[config.mk]
export PLATFORM = sky130hd
export DESIGN_NAME = deserializer_align
export DESIGN_NICKNAME = d
export VERILOG_FILES = /design/src/rtl/deserializer_align.sv
export SDC_FILE = /design/constraint.sdc
export NUM_CORES = 1
export LEC_CHECK = 0
export CELL_PAD_IN_SITES_DETAIL_PLACEMENT = 0
export CELL_PAD_IN_SITES_GLOBAL_PLACEMENT = 1
export CORE_UTILIZATION = 47
export CTS_CLUSTER_SIZE = 30
export DETAILED_ROUTE_END_ITERATION = 8
export GPL_ROUTABILITY_DRIVEN = 0
export PLACE_DENSITY_LB_ADDON = 0.1
export SYNTH_ARGS = -nofsm -noshare
export SYNTH_HDL_FRONTEND = slang
export SYNTH_SLANG_ARGS = --single-unit
[constraint.sdc]
create_clock -name clk_i -period 3.4 [get_ports clk_i]
set_clock_uncertainty 0.05 [all_clocks]
set_input_delay 0.34 -clock clk_i [delete_from_list [all_inputs] [get_ports clk_i]]
set_output_delay 0.34 -clock clk_i [all_outputs]
set_load 0.005 [all_outputs]
[src/rtl/deserializer_align.sv]
// Serial-to-parallel receiver that locks onto an in-band sync word every frame
// and emits the data words of each frame with a one-cycle valid strobe.
module deserializer_align #(
    parameter int unsigned          C_WIDTH        = 8,
    parameter logic [C_WIDTH-1:0]   C_SYNC_PATTERN = 8'hA5,
    parameter int unsigned          C_FRAME_WORDS  = 4,
    parameter int unsigned          C_LOCK_COUNT   = 3,
    parameter int unsigned          C_MISS_LIMIT   = 2
) (
    input  logic               clk_i,
    input  logic               rst_ni,
    input  logic               serial_i,
    input  logic               realign_i,
    output logic [C_WIDTH-1:0] word_o,
    output logic               word_valid_o,
    output logic               locked_o,
    output logic               sync_err_o
);

    localparam int unsigned BitW  = $clog2(C_WIDTH);
    localparam int unsigned WordW = $clog2(C_FRAME_WORDS);
    localparam int unsigned HitW  = $clog2(C_LOCK_COUNT + 1);
    localparam int unsigned MissW = $clog2(C_MISS_LIMIT + 1);

    localparam logic [BitW-1:0]  BitLast   = BitW'(C_WIDTH - 1);
    localparam logic [WordW-1:0] WordLast  = WordW'(C_FRAME_WORDS - 1);
    localparam logic [HitW-1:0]  HitFinal  = HitW'(C_LOCK_COUNT - 1);
    localparam logic [MissW-1:0] MissFinal = MissW'(C_MISS_LIMIT - 1);

    typedef enum logic [1:0] {
        StHunt,
        StVerify,
        StLocked
    } state_e;

    state_e             state_q, state_d;
    logic [C_WIDTH-1:0] sr_q, sr_next;
    logic [BitW-1:0]    bit_cnt_q, bit_cnt_d;
    logic [WordW-1:0]   word_cnt_q, word_cnt_d;
    logic [HitW-1:0]    hit_cnt_q, hit_cnt_d;
    logic [MissW-1:0]   miss_cnt_q, miss_cnt_d;
    logic [C_WIDTH-1:0] word_q, word_d;
    logic               valid_q, valid_d;
    logic               err_q, err_d;

    logic sync_match;
    logic word_done;
    logic sync_slot;

    // The candidate word already includes the bit arriving on this edge.
    assign sr_next    = {serial_i, sr_q[C_WIDTH-1:1]};
    assign sync_match = (sr_next == C_SYNC_PATTERN);
    assign word_done  = (bit_cnt_q == BitLast);
    assign sync_slot  = (word_cnt_q == '0);

    always_comb begin
        state_d    = state_q;
        bit_cnt_d  = word_done ? '0 : bit_cnt_q + 1'b1;
        word_cnt_d = word_cnt_q;
        hit_cnt_d  = hit_cnt_q;
        miss_cnt_d = miss_cnt_q;
        word_d     = word_q;
        valid_d    = 1'b0;
        err_d      = 1'b0;

        if (word_done) begin
            word_cnt_d = (word_cnt_q == WordLast) ? '0 : word_cnt_q + 1'b1;
        end

        if (realign_i) begin
            state_d    = StHunt;
            bit_cnt_d  = '0;
            word_cnt_d = '0;
            hit_cnt_d  = '0;
            miss_cnt_d = '0;
        end else begin
            unique case (state_q)
                StHunt: begin
                    // Bit phase is unknown here, so every cycle is a candidate boundary.
                    if (sync_match) begin
                        bit_cnt_d  = '0;
                        word_cnt_d = WordW'(1);
                        hit_cnt_d  = HitW'(1);
                        miss_cnt_d = '0;
                        state_d    = (C_LOCK_COUNT == 1) ? StLocked : StVerify;
                    end
                end
                StVerify: begin
                    if (word_done && sync_slot) begin
                        if (sync_match) begin
                            hit_cnt_d = hit_cnt_q + 1'b1;
                            if (hit_cnt_q == HitFinal) begin
                                state_d = StLocked;
                            end
                        end else begin
                            state_d    = StHunt;
                            hit_cnt_d  = '0;
                            miss_cnt_d = '0;
                        end
                    end
                end
                StLocked: begin
                    if (word_done) begin
                        if (!sync_slot) begin
                            word_d  = sr_next;
                            valid_d = 1'b1;
                        end else if (sync_match) begin
                            miss_cnt_d = '0;
                        end else begin
                            err_d = 1'b1;
                            if (miss_cnt_q == MissFinal) begin
                                state_d    = StHunt;
                                miss_cnt_d = '0;
                                hit_cnt_d  = '0;
                            end else begin
                                miss_cnt_d = miss_cnt_q + 1'b1;
                            end
                        end
                    end
                end
                default: begin
                    state_d    = StHunt;
                    hit_cnt_d  = '0;
                    miss_cnt_d = '0;
                end
            endcase
        end
    end

    always_ff @(posedge clk_i or negedge rst_ni) begin
        if (!rst_ni) begin
            state_q    <= StHunt;
            sr_q       <= '0;
            bit_cnt_q  <= '0;
            word_cnt_q <= '0;
            hit_cnt_q  <= '0;
            miss_cnt_q <= '0;
            word_q     <= '0;
            valid_q    <= 1'b0;
            err_q      <= 1'b0;
        end else begin
            state_q    <= state_d;
            sr_q       <= sr_next;
            bit_cnt_q  <= bit_cnt_d;
            word_cnt_q <= word_cnt_d;
            hit_cnt_q  <= hit_cnt_d;
            miss_cnt_q <= miss_cnt_d;
            word_q     <= word_d;
            valid_q    <= valid_d;
            err_q      <= err_d;
        end
    end

    assign word_o       = word_q;
    assign word_valid_o = valid_q;
    assign sync_err_o   = err_q;
    assign locked_o     = (state_q == StLocked);

endmodule

# Word level (Yosys, flattened, before mapping)
# Index checks and enable logic that the tools add are counted.
# word_totals
reg_bits,29
latch_bits,0
mem_bits_rw,0
rom_bits,0
input_bits,4
output_inout_bits,11
word_cells,78
n_memories,0
# op_classes
add_sub_neg,4
n_mul,0
div_mod_pow,0
n_lt_le_gt_ge,0
n_eq_ne,15
n_shift,0
muxes,41
bitwise_logic,2
n_reduce_logical,7
# ops
op,n
2-to-1 mux 2 bit,25
case mux 2 bit (3 select lines),3
2-to-1 mux 3 bit,4
"inequality test 3 bit, second input constant",4
2-to-1 mux 1 bit,9
"inequality test 3 x 2 -> 1 bit, second input constant",3
"equality test 8 bit, second input constant",1
AND reduction 7 bit,1
"adder 2 x 1 -> 2 bit, second input constant",3
"equality test 2 bit, second input constant",3
AND reduction 6 bit,1
AND reduction 5 bit,1
"equality test 2 x 1 -> 1 bit, second input constant",2
zero test 2 bit,2
"inequality test 4 bit, second input constant",1
AND reduction 4 bit,1
"adder 3 x 1 -> 3 bit, second input constant",1
"equality test 3 bit, second input constant",1
NOT 1 bit,2
logical AND 1 bit,1

# Logic depth before layout (Yosys ltp)
# Gate-level depths: netlist (run 1).
# logic_depth
depth_word,7
ltp_mapped,6
mapped_depth_nobuf,6

# Worst setup path before layout (run 1)
# No wires, ideal clock.
# synth_path
kind,register to register
start,register bit_cnt_q[0]
end,register hit_cnt_q[1]
setup_ns,0.128
arrival_time_ns,1.631
t_required_ns,3.222
slack_ns,1.591
path_stages_with_launch,7
path_buffers,0
synth_period_minus_slack_ns,1.809
path_cell_list,dfrtp_1 -> ha_1 -> ha_1 -> inv_1 -> a2111oi_2 -> o221ai_2 -> mux2_1
# synth_between
elab_chain_len,4
word_cells_on_any_way,5
classes_between,eq/ne: 3; reduce/logical: 2
# synth_rtl
item,line_no,rtl
from (decl),38,"logic [BitW-1:0] bit_cnt_q, bit_cnt_d;"
from (signal assigned),144,bit_cnt_q <= bit_cnt_d;
equality test 3 bit (*),53,assign word_done = (bit_cnt_q == BitLast);
logical AND 1 bit,89,if (word_done && sync_slot) begin
inequality test 3 bit (no source line),-,
AND reduction 6 bit (no source line) (*),-,
to (signal assigned),146,hit_cnt_q <= hit_cnt_d;
to (decl),40,"logic [HitW-1:0] hit_cnt_q, hit_cnt_d;"
# Mark *: on every way between the ends. The rest lies on a longest branch, timed or not.
# A chain may end at the register's enable or synchronous reset.

# Worst setup path in the final report (run 1)
# layout_path
start,register bit_cnt_q[0]
end,"register word_q[0], in the netlist word_o[0]"
# layout_between
elab_chain_len,2
# layout_rtl
item,line_no,rtl
equality test 3 bit,53,
AND reduction 4 bit (no source line),-,
to (signal assigned),148,word_q <= word_d;
to (decl),42,"logic [C_WIDTH-1:0] word_q, word_d;"
# No other way between the ends.

==> metrics, run 1 <==
CP max stage cell=or3_1; power per cell area=360.6 mW/mm²; DRC Markers=0; DR WL/cell=14.34 µm; #FFs+latches synth=28; share of cells above drive strength 1=15.04%; via count=779; max cap viols=0; RSZ-0062 raised after global routing=no; Layout area overhead=15.12%; TritonCTS Sinks=28; Cell Area, Placed=0.001440 mm²; NumNets Final=123; Synthesis Warnings=0; antenna cells=0; Longest Clk Path Bufs=2; period utilization=61.38%; Post-CTS Resized=0; post-synthesis cell count=98; # port buffers=14; mapped cell area=0.001282 mm²; startpoint class of the critical path=register; post-route cell area=0.001476 mm²; largest net degree at the start of global routing=29; CTS Hold Bufs=0; antenna violations before repair=0; worst min path class=in -> async; ranking of synthesized cells by area=dfrtp_1, mux2_4, ha_1; Seq. cell area=700.7 µm²; critical path depth in cells=5; I/O Pins=15; Post-DP HPWL=1.487 mm; Non-Filler Instances=143; Multi-input gate area=528.0 µm²; Max IR drop VDD=205.5 µV; syn_nets=107; fin crit period=2087 ps; WP buf/inv=1; first-pass GRT wire length=3.229 mm; num rows=18; cell-by-cell trace of the critical path=ha_1, ha_1, inv_1, or3_1, mux2_4; P_int=0.4199 mW; Yosys cell types=36; outcome=completed; CTS H-Tree Depth=1; Die X=54.24 µm; Worst-Skew Late Latency=320 ps; router iterations before antenna repair=4; overall routing resource usage=15.98%; Yosys top cell area share=54.63%; clk root buf=clkbuf_4; Setup Buffers After CTS=0; Hold Vio Cnt, Final=0; Yosys top cell by area=dfrtp_1; initial drt markers=14; vias in the first global route=709; delay-heaviest family, CP=simple AND/OR/NAND/NOR gates; crit path max fanout=9; critical path class=reg -> reg; NetSw=0.1125 mW; CTS Buf Count=3; CTS tree=built; Critical Path Sink Type=register; die extent in y=54.24 µm; Die ar.=0.002941 mm²; sequential share of the synthesized area=54.63%; Worst-Margin Slew=523.6 ps; Avg Synthesized Cell Area=13.09 µm²; Avg Vias per Cell=5.448; share of total power in the clock network=29.5%; Leak=0.6912 nW; power share of the sequential group=65.3%; Max Fclk=479.2 MHz; remaining global-route overflow=0; fillers=219; Initial Utilization=50.84%; DRT antenna net count=0; Sw Ratio=21.13%; core area=0.002522 mm²; Final Slew Violations=0; Worst-path clk slew=140 ps; combinational share of power=5.2%; Total Neg Setup Slack=0 ps; Slew headroom=64.96%; most frequent cells in the layout=dfrtp_1, clkdlybuf4s50_1, mux2_4; drt total wl=2.050 mm; reg2reg path depth=5; Critical Path Max Stage Delay=630 ps; commonest non-fill, non-tap cell in the layout=dfrtp_1; cell mode on critical path=ha_1; final setup fails=0; placed insts=139; Critical Path RT=3570 ps; Arrival @ worst endpoint=2260 ps
## power by group through the flow
| stage | sequential, mW | combinational [mW] | clock, mW |
|---|---|---|---|
| after floorplan | 0.352 | 0.0153 | 0 |
| after global placement | 0.354 | 0.0285 | 0 |
| after detailed placement | 0.354 | 0.0288 | 0 |
| after CTS | 0.348 | 0.0288 | 0.164 |
| after global routing | 0.350 | 0.0322 | 0.178 |
| final | 0.348 | 0.0279 | 0.157 |
## synthesized netlist by cell type, drive strengths merged
cell type  instances
nand4bb            2
o2bb2ai            1
o31ai              1
o21ai              2
a2111oi            1
a32oi              1
nor4b              1
nor3               3
and3b              1
or4b               1
ha                 5
nand2              3
and2b              1
and4b              2
o211ai             1
and3               1
or3                2
inv                7
a2bb2oi            1
buf                3
a22oi              1
a21oi              4
nor2               4
dfrtp             28
clkbuf             1
nand3              3
xor2               1
mux2i              2
nor4bb             2
o221ai             1
nand2b             1
a211oi             1
mux2               9
## metrics by stage
stage               total power [mW]  setup slack, ps  utilization, %  hold slack (ps)
floorplan                     0.3677             1591               -           -5.591
global placement              0.3827             1060           57.09            363.3
detailed placement            0.3832             1008           57.09            365.0
CTS                           0.5412             1301           58.53            322.2
global route                  0.5593             1183           58.53            367.7
finish                        0.5325             1313           58.53            321.8
## flip-flops by register name, indices dropped and copies added (netlist names)
name	count
sr_q	7
hit_cnt_q	2
sync_err_o	1
miss_cnt_q	2
word_cnt_q	2
bit_cnt_q	3
word_valid_o	1
state_q	2
word_o	8
## cell families after synthesis
family,count (synthesis),share of synthesized area [%]
buf+inv,11,4.195
compound gates,15,9.074
fa+ha+maj,5,4.878
mux,11,11.81
xor+xnor,1,0.6831
simple gates,27,14.73
flops,28,54.63
## path summary, 6_finish.rpt
path                                        startpoint                     end  slack [ps]
min in group clk_i                   sr_q[7]$_DFF_PN0_       sr_q[6]$_DFF_PN0_         390
worst max register to register  bit_cnt_q[0]$_DFF_PN0_   word_o[0]$_DFFE_PN0P_        1310
worst min register to register       sr_q[7]$_DFF_PN0_       sr_q[6]$_DFF_PN0_         390
worst min-delay path                            rst_ni   word_o[1]$_DFFE_PN0P_         320
max in group asynchronous                       rst_ni  state_q[1]$_DFFE_PN0P_        2730
worst max-delay path            bit_cnt_q[0]$_DFF_PN0_   word_o[0]$_DFFE_PN0P_        1310
## final cells by class
cell class                 instances  share of cell area, %
multi-input combinational         59                  35.76
timing repair buffer              15                  10.00
inverter                           7                  1.780
clock buffer                       4                  2.458
sequential                        28                  47.46
tap                               30                  2.542
## metal layers
metal | part of all wire [%] | global-route usage (%) | wire length [µm]
met1 | 51 | 21.48 | 1046
met5 | 0 | 0 | 0
met4 | 2.4 | 10.26 | 49
met3 | 3.0 | 2.500 | 61
met2 | 44 | 23.78 | 892
No activity file was read; power rests on OpenSTA's default activity.
==> run 2: changes to the inputs <==
- CORE_UTILIZATION: 47 -> 40
- clock period: 3.4 -> 1.7 ns (I/O delays scaled with it)
==> run 2 against run 1 <==
Effect of this change:
- the flow now finishes with violations (negative setup slack)
- wire length up 21%
- total power is 130% higher
- sequential cell count unchanged
- worst hold slack worse by 170 ps
- fmax is 22% higher
- via count up 18%
- critical endpoint is now word_o[6]$_DFFE_PN0P_
- largest cell class unchanged
- largest power group unchanged
==> metrics, run 2 (synthesized netlist as in run 1, its figures left out) <==
num rows=20; Worst Setup SP=bit_cnt_q[0]$_DFF_PN0_; Leak=0.8261 nW; Final Core Density=57.54%; DRC Markers=0; CTS Hold Bufs=0; CTS tree=built; r2r startpoint=bit_cnt_q[0]$_DFF_PN0_; Layout area overhead=36.98%; initial drt markers=18; drt total wl=2.488 mm; power per cell area=694.9 mW/mm²; die extent in y=58.63 µm; via count=922; Largest register FFs=8; CTS H-Tree Depth=1; Initial Utilization=42.01%; Critical Path RT=1880 ps; reg2reg path depth=6; Slew headroom=76.06%; power share of the sequential group=57.0%; Worst-path clk slew=150 ps; Sw Ratio=20.59%; remaining global-route overflow=0; share of total power in the clock network=35.7%; period utilization=100.2%; # port buffers=14; first-pass GRT wire length=4.188 mm; Reg-to-Reg End=word_o[6]$_DFFE_PN0P_; worst hold slack=148.1 ps; crit path max fanout=8; Max Fclk=586.8 MHz; Die ar.=0.003437 mm²; Critical Path Sink Type=register; max cap viols=0; Max IR drop VDD=282.4 µV; share of cells above drive strength 1=35.04%; Hold Vio Cnt, Final=0; Arrival @ worst endpoint=1880 ps; router iterations before antenna repair=4; Longest Clk Path Bufs=2; worst min path class=in -> async; DRT antenna net count=0; Final Slew Violations=0; outcome=finished with violations; DR WL/cell=13.75 µm; fin crit period=1704 ps; NetSw=0.2514 mW; Worst-Margin Slew=359.2 ps; RSZ-0062 raised after global routing=yes; largest net degree at the start of global routing=29; P_int=0.9693 mW; NumNets Final=147; Post-DP HPWL=1.840 mm; CTS Buf Count=3; fillers=277; overall routing resource usage=16.42%; clk root buf=clkbuf_4; vias in the first global route=891; core area=0.003053 mm²; antenna violations before repair=0; I/O Pins=15; end point of the critical path=word_o[6]$_DFFE_PN0P_; startpoint class of the critical path=register; combinational share of power=7.3%; Die X=58.63 µm; antenna cells=0; Avg Vias per Cell=5.094; critical path class=reg -> reg; fin worst setup slack=-4.217 ps; failing checks=negative setup slack; reg-to-reg slack, setup=-4 ps; commonest non-fill, non-tap cell in the layout=dfrtp_1; most frequent cells in the layout=dfrtp_1, buf_4, clkdlybuf4s50_1; Worst-Skew Late Latency=330 ps; final setup fails=4; TritonCTS Sinks=28
run 2: repair_timing:
item                                   4_1_cts  5_1_grt
buffers inserted                             0        1
setup endpoints to repair                   11       12
gates resized for setup                      8        3
pin swaps                                    0        1
endpoints found under the hold margin        0        0
run 2: final cells by class:
cell class	count	area (µm²)	share of cell area [%]
Inverter	7	28.78	1.638
Timing Repair Buffer	39	334.1	19.02
Tap cell	44	55.05	3.134
Clock buffer	3	22.52	1.282
Clock inverter	1	30.03	1.709
Multi-Input combinational cell	59	585.6	33.33
Sequential cell	28	700.7	39.89
run 2: per-layer routing:
metal / wire length [µm] / share of wire, % / track usage [%] / up-vias
met1: 1241 / 50 / 21.66 / 466
met5: 0 / 0 / 0 / -
met2: 1159 / 47 / 26.77 / 16
met4: 16 / 0.64 / 7.143 / 0
li1: - / - / - / 438
met3: 71 / 2.9 / 2.637 / 2
run 2: worst min-delay path by stage:
stage / to / slack (ps) / cells past startpoint
after floorplan: bit_cnt_q[0]$_DFF_PN0_ / -180 / 0
after global placement: sr_q[1]$_DFF_PN0_ / 370 / 0
after detailed placement: sr_q[1]$_DFF_PN0_ / 380 / 0
after CTS: word_o[3]$_DFFE_PN0P_ / 160 / 2
after global routing: word_o[3]$_DFFE_PN0P_ / 150 / 2
final: word_o[3]$_DFFE_PN0P_ / 150 / 2
run 2: power by group through the flow:
stage          clock, mW  sequential (mW)  combinational [mW]
2_1_floorplan          0            0.705              0.0309
3_3_place_gp           0            0.707              0.0794
3_5_place_dp           0            0.708              0.0818
4_1_cts            0.450            0.696              0.0845
5_1_grt            0.479            0.699              0.0992
6_report           0.436            0.696              0.0886
run 2: stage by stage:
stage | setup slack, ps | power (mW) | TNS (ps) | instance area (µm²) | std cells
global route | -78.52 | 1.277 | -634.3 | 1757 | 181
detailed placement | -246.4 | 0.7894 | -2177 | 1633 | 176
finish | -4.217 | 1.221 | -7.822 | 1757 | 181
floorplan | 31.00 | 0.7358 | 0 | 1285 | 98
CTS | -26.37 | 1.230 | -166.0 | 1724 | 180
global placement | -202.7 | 0.7859 | -2120 | 1633 | 176
run 2: worst max-delay path, stage by stage, from the launching register on:
cell and delay [ps]:
dfrtp_1 390, ha_2 190, ha_4 140, inv_4 50
or3_4 340, buf_8 160, mux2_4 290
==> run 3: changes to the inputs <==
- CORE_UTILIZATION: 40 -> 45
- DONT_BUFFER_PORTS: default -> 1
- REMOVE_ABC_BUFFERS: default -> 1
==> run 3 against run 2 <==
Effect of this change:
- the flow still finishes with violations (negative setup slack)
- worst hold slack worse by 30 ps
- die area is 11% lower
- final cell count down 14%
- wire length rose by 3.2%
- sequential cell count stayed put
- via count shrank 5.6%
- fmax shrank 0.70%
- cell area is 2.2% lower
- clock power fell by 2%
- largest power group unchanged
==> metrics, run 3 (synthesized netlist as in run 1, its figures left out) <==
worst min path class=in -> reg; Multi-input gate area=655.6 µm²; Worst-Margin Slew=365.8 ps; Critical Path Sink Type=register; largest net degree at the start of global routing=29; NumNets Final=136; Largest register FFs=8; Final Slew Violations=0; Die ar.=0.003068 mm²; power share of the sequential group=57.1%; P_int=0.9758 mW; Arrival @ worst endpoint=1900 ps; Leak=0.8055 nW; remaining global-route overflow=0; vias in the first global route=868; fin worst setup slack=-16.24 ps; Slew headroom=75.52%; period utilization=101.0%; I/O Pins=15; Max Fclk=582.7 MHz; CTS tree=built; reg2reg path depth=7; Layout area overhead=33.95%; power per cell area=709.7 mW/mm²; Die X=55.39 µm; max cap viols=0; most frequent cells in the layout=dfrtp_1, buf_4, mux2_4; fillers=185; commonest non-fill, non-tap cell in the layout=dfrtp_1; share of total power in the clock network=34.9%; CTS H-Tree Depth=1; end point of the critical path=hit_cnt_q[1]$_DFFE_PN0P_; final setup fails=7; core area=0.002590 mm²; DRC Markers=0; TritonCTS Sinks=28; overall routing resource usage=17.49%; CTS Buf Count=3; startpoint class of the critical path=register; router iterations before antenna repair=4; Worst Setup SP=bit_cnt_q[0]$_DFF_PN0_; clk root buf=clkbuf_4; Seq. cell area=701.9 µm²; Post-DP HPWL=1.756 mm; Longest Clk Path Bufs=2; DR WL/cell=16.46 µm; Avg Vias per Cell=5.577; Hold Vio Cnt, Final=0; failing checks=negative setup slack; r2r startpoint=bit_cnt_q[0]$_DFF_PN0_; Final Core Density=66.33%; Worst-Skew Late Latency=320 ps; Total Neg Setup Slack=-45.40 ps; Critical Path RT=1880 ps; Initial Utilization=49.52%; Reg-to-Reg End=hit_cnt_q[1]$_DFFE_PN0P_; reg-to-reg slack, setup=-20 ps; combinational share of power=8.0%; num rows=18; # port buffers=0; fin crit period=1716 ps; initial drt markers=33; die extent in y=55.39 µm; NetSw=0.2433 mW; drt total wl=2.568 mm; Sw Ratio=19.96%; via count=870; antenna violations before repair=0; share of cells above drive strength 1=42.86%; Max IR drop VDD=431.6 µV; DRT antenna net count=0; RSZ-0062 raised after global routing=yes; GR Layer Usage met1=24.51%; crit path max fanout=4; GRT met2 Usage=27.71%; Worst-path clk slew=150 ps; first-pass GRT wire length=4.167 mm; grt met3 use=3.044%; pre-CTS setup slack=-114.6 ps; critical path class=reg -> reg; outcome=finished with violations; layer with the highest usage=met2; antenna cells=0
run 3: metrics by stage:
stage / hold slack [ps] / instance area, µm² / total power, mW / instances
finish: 118.1 / 1718 / 1.219 / 156
global route: 102.6 / 1718 / 1.273 / 156
CTS: 83.41 / 1598 / 1.223 / 153
detailed placement: -175.1 / 1428 / 0.7573 / 142
global placement: -175.1 / 1428 / 0.7550 / 142
floorplan: -175.6 / 1255 / 0.7326 / 94
run 3: area by class of cell:
type | instances | area share [%]
Clock buffer | 3 | 1.311
Clock inverter | 1 | 1.748
Inverter | 7 | 1.675
Multi-Input combinational cell | 59 | 38.16
Sequential cell | 28 | 40.86
Tap cell | 30 | 2.185
Timing Repair Buffer | 28 | 14.06
run 3: worst min-delay path by stage:
| stage | startpoint | end | slack (ps) | cells after the start |
|---|---|---|---|---|
| finish | realign_i | sync_err_o$_DFF_PN0_ | 120 | 3 |
| global route | realign_i | sync_err_o$_DFF_PN0_ | 100 | 3 |
| CTS | realign_i | sync_err_o$_DFF_PN0_ | 80 | 3 |
| detailed placement | rst_ni | word_o[0]$_DFFE_PN0P_ | -180 | 0 |
| global placement | rst_ni | word_valid_o$_DFF_PN0_ | -180 | 0 |
| floorplan | rst_ni | bit_cnt_q[0]$_DFF_PN0_ | -180 | 0 |
run 3: power groups by stage:
stage	combinational (mW)	clock [mW]	sequential, mW
2_1_floorplan	0.0276	0	0.705
3_3_place_gp	0.0497	0	0.705
3_5_place_dp	0.0505	0	0.707
4_1_cts	0.0811	0.447	0.695
5_1_grt	0.108	0.467	0.698
6_report	0.0973	0.426	0.696
run 3: timing repair:
action	in CTS	in global routing
setup endpoints to repair	11	12
gates cloned	1	0
gates resized for setup	10	13
hold buffers	4	0
pin swaps	4	4
endpoints found under the hold margin	39	0
buffers inserted	2	4
run 3: metal layers:
metal	vias up	wire length (µm)
li1	410	-
met1	437	1284
met2	21	1184
met3	2	83
met4	0	15
met5	-	0
run 3: critical path, stage by stage, from the launching register on:
cell      delay (ps)
dfrtp_1          390
ha_2             200
ha_4             140
inv_4             40
buf_6            110
a32oi_4          240
o221ai_4         150
mux2_4           310
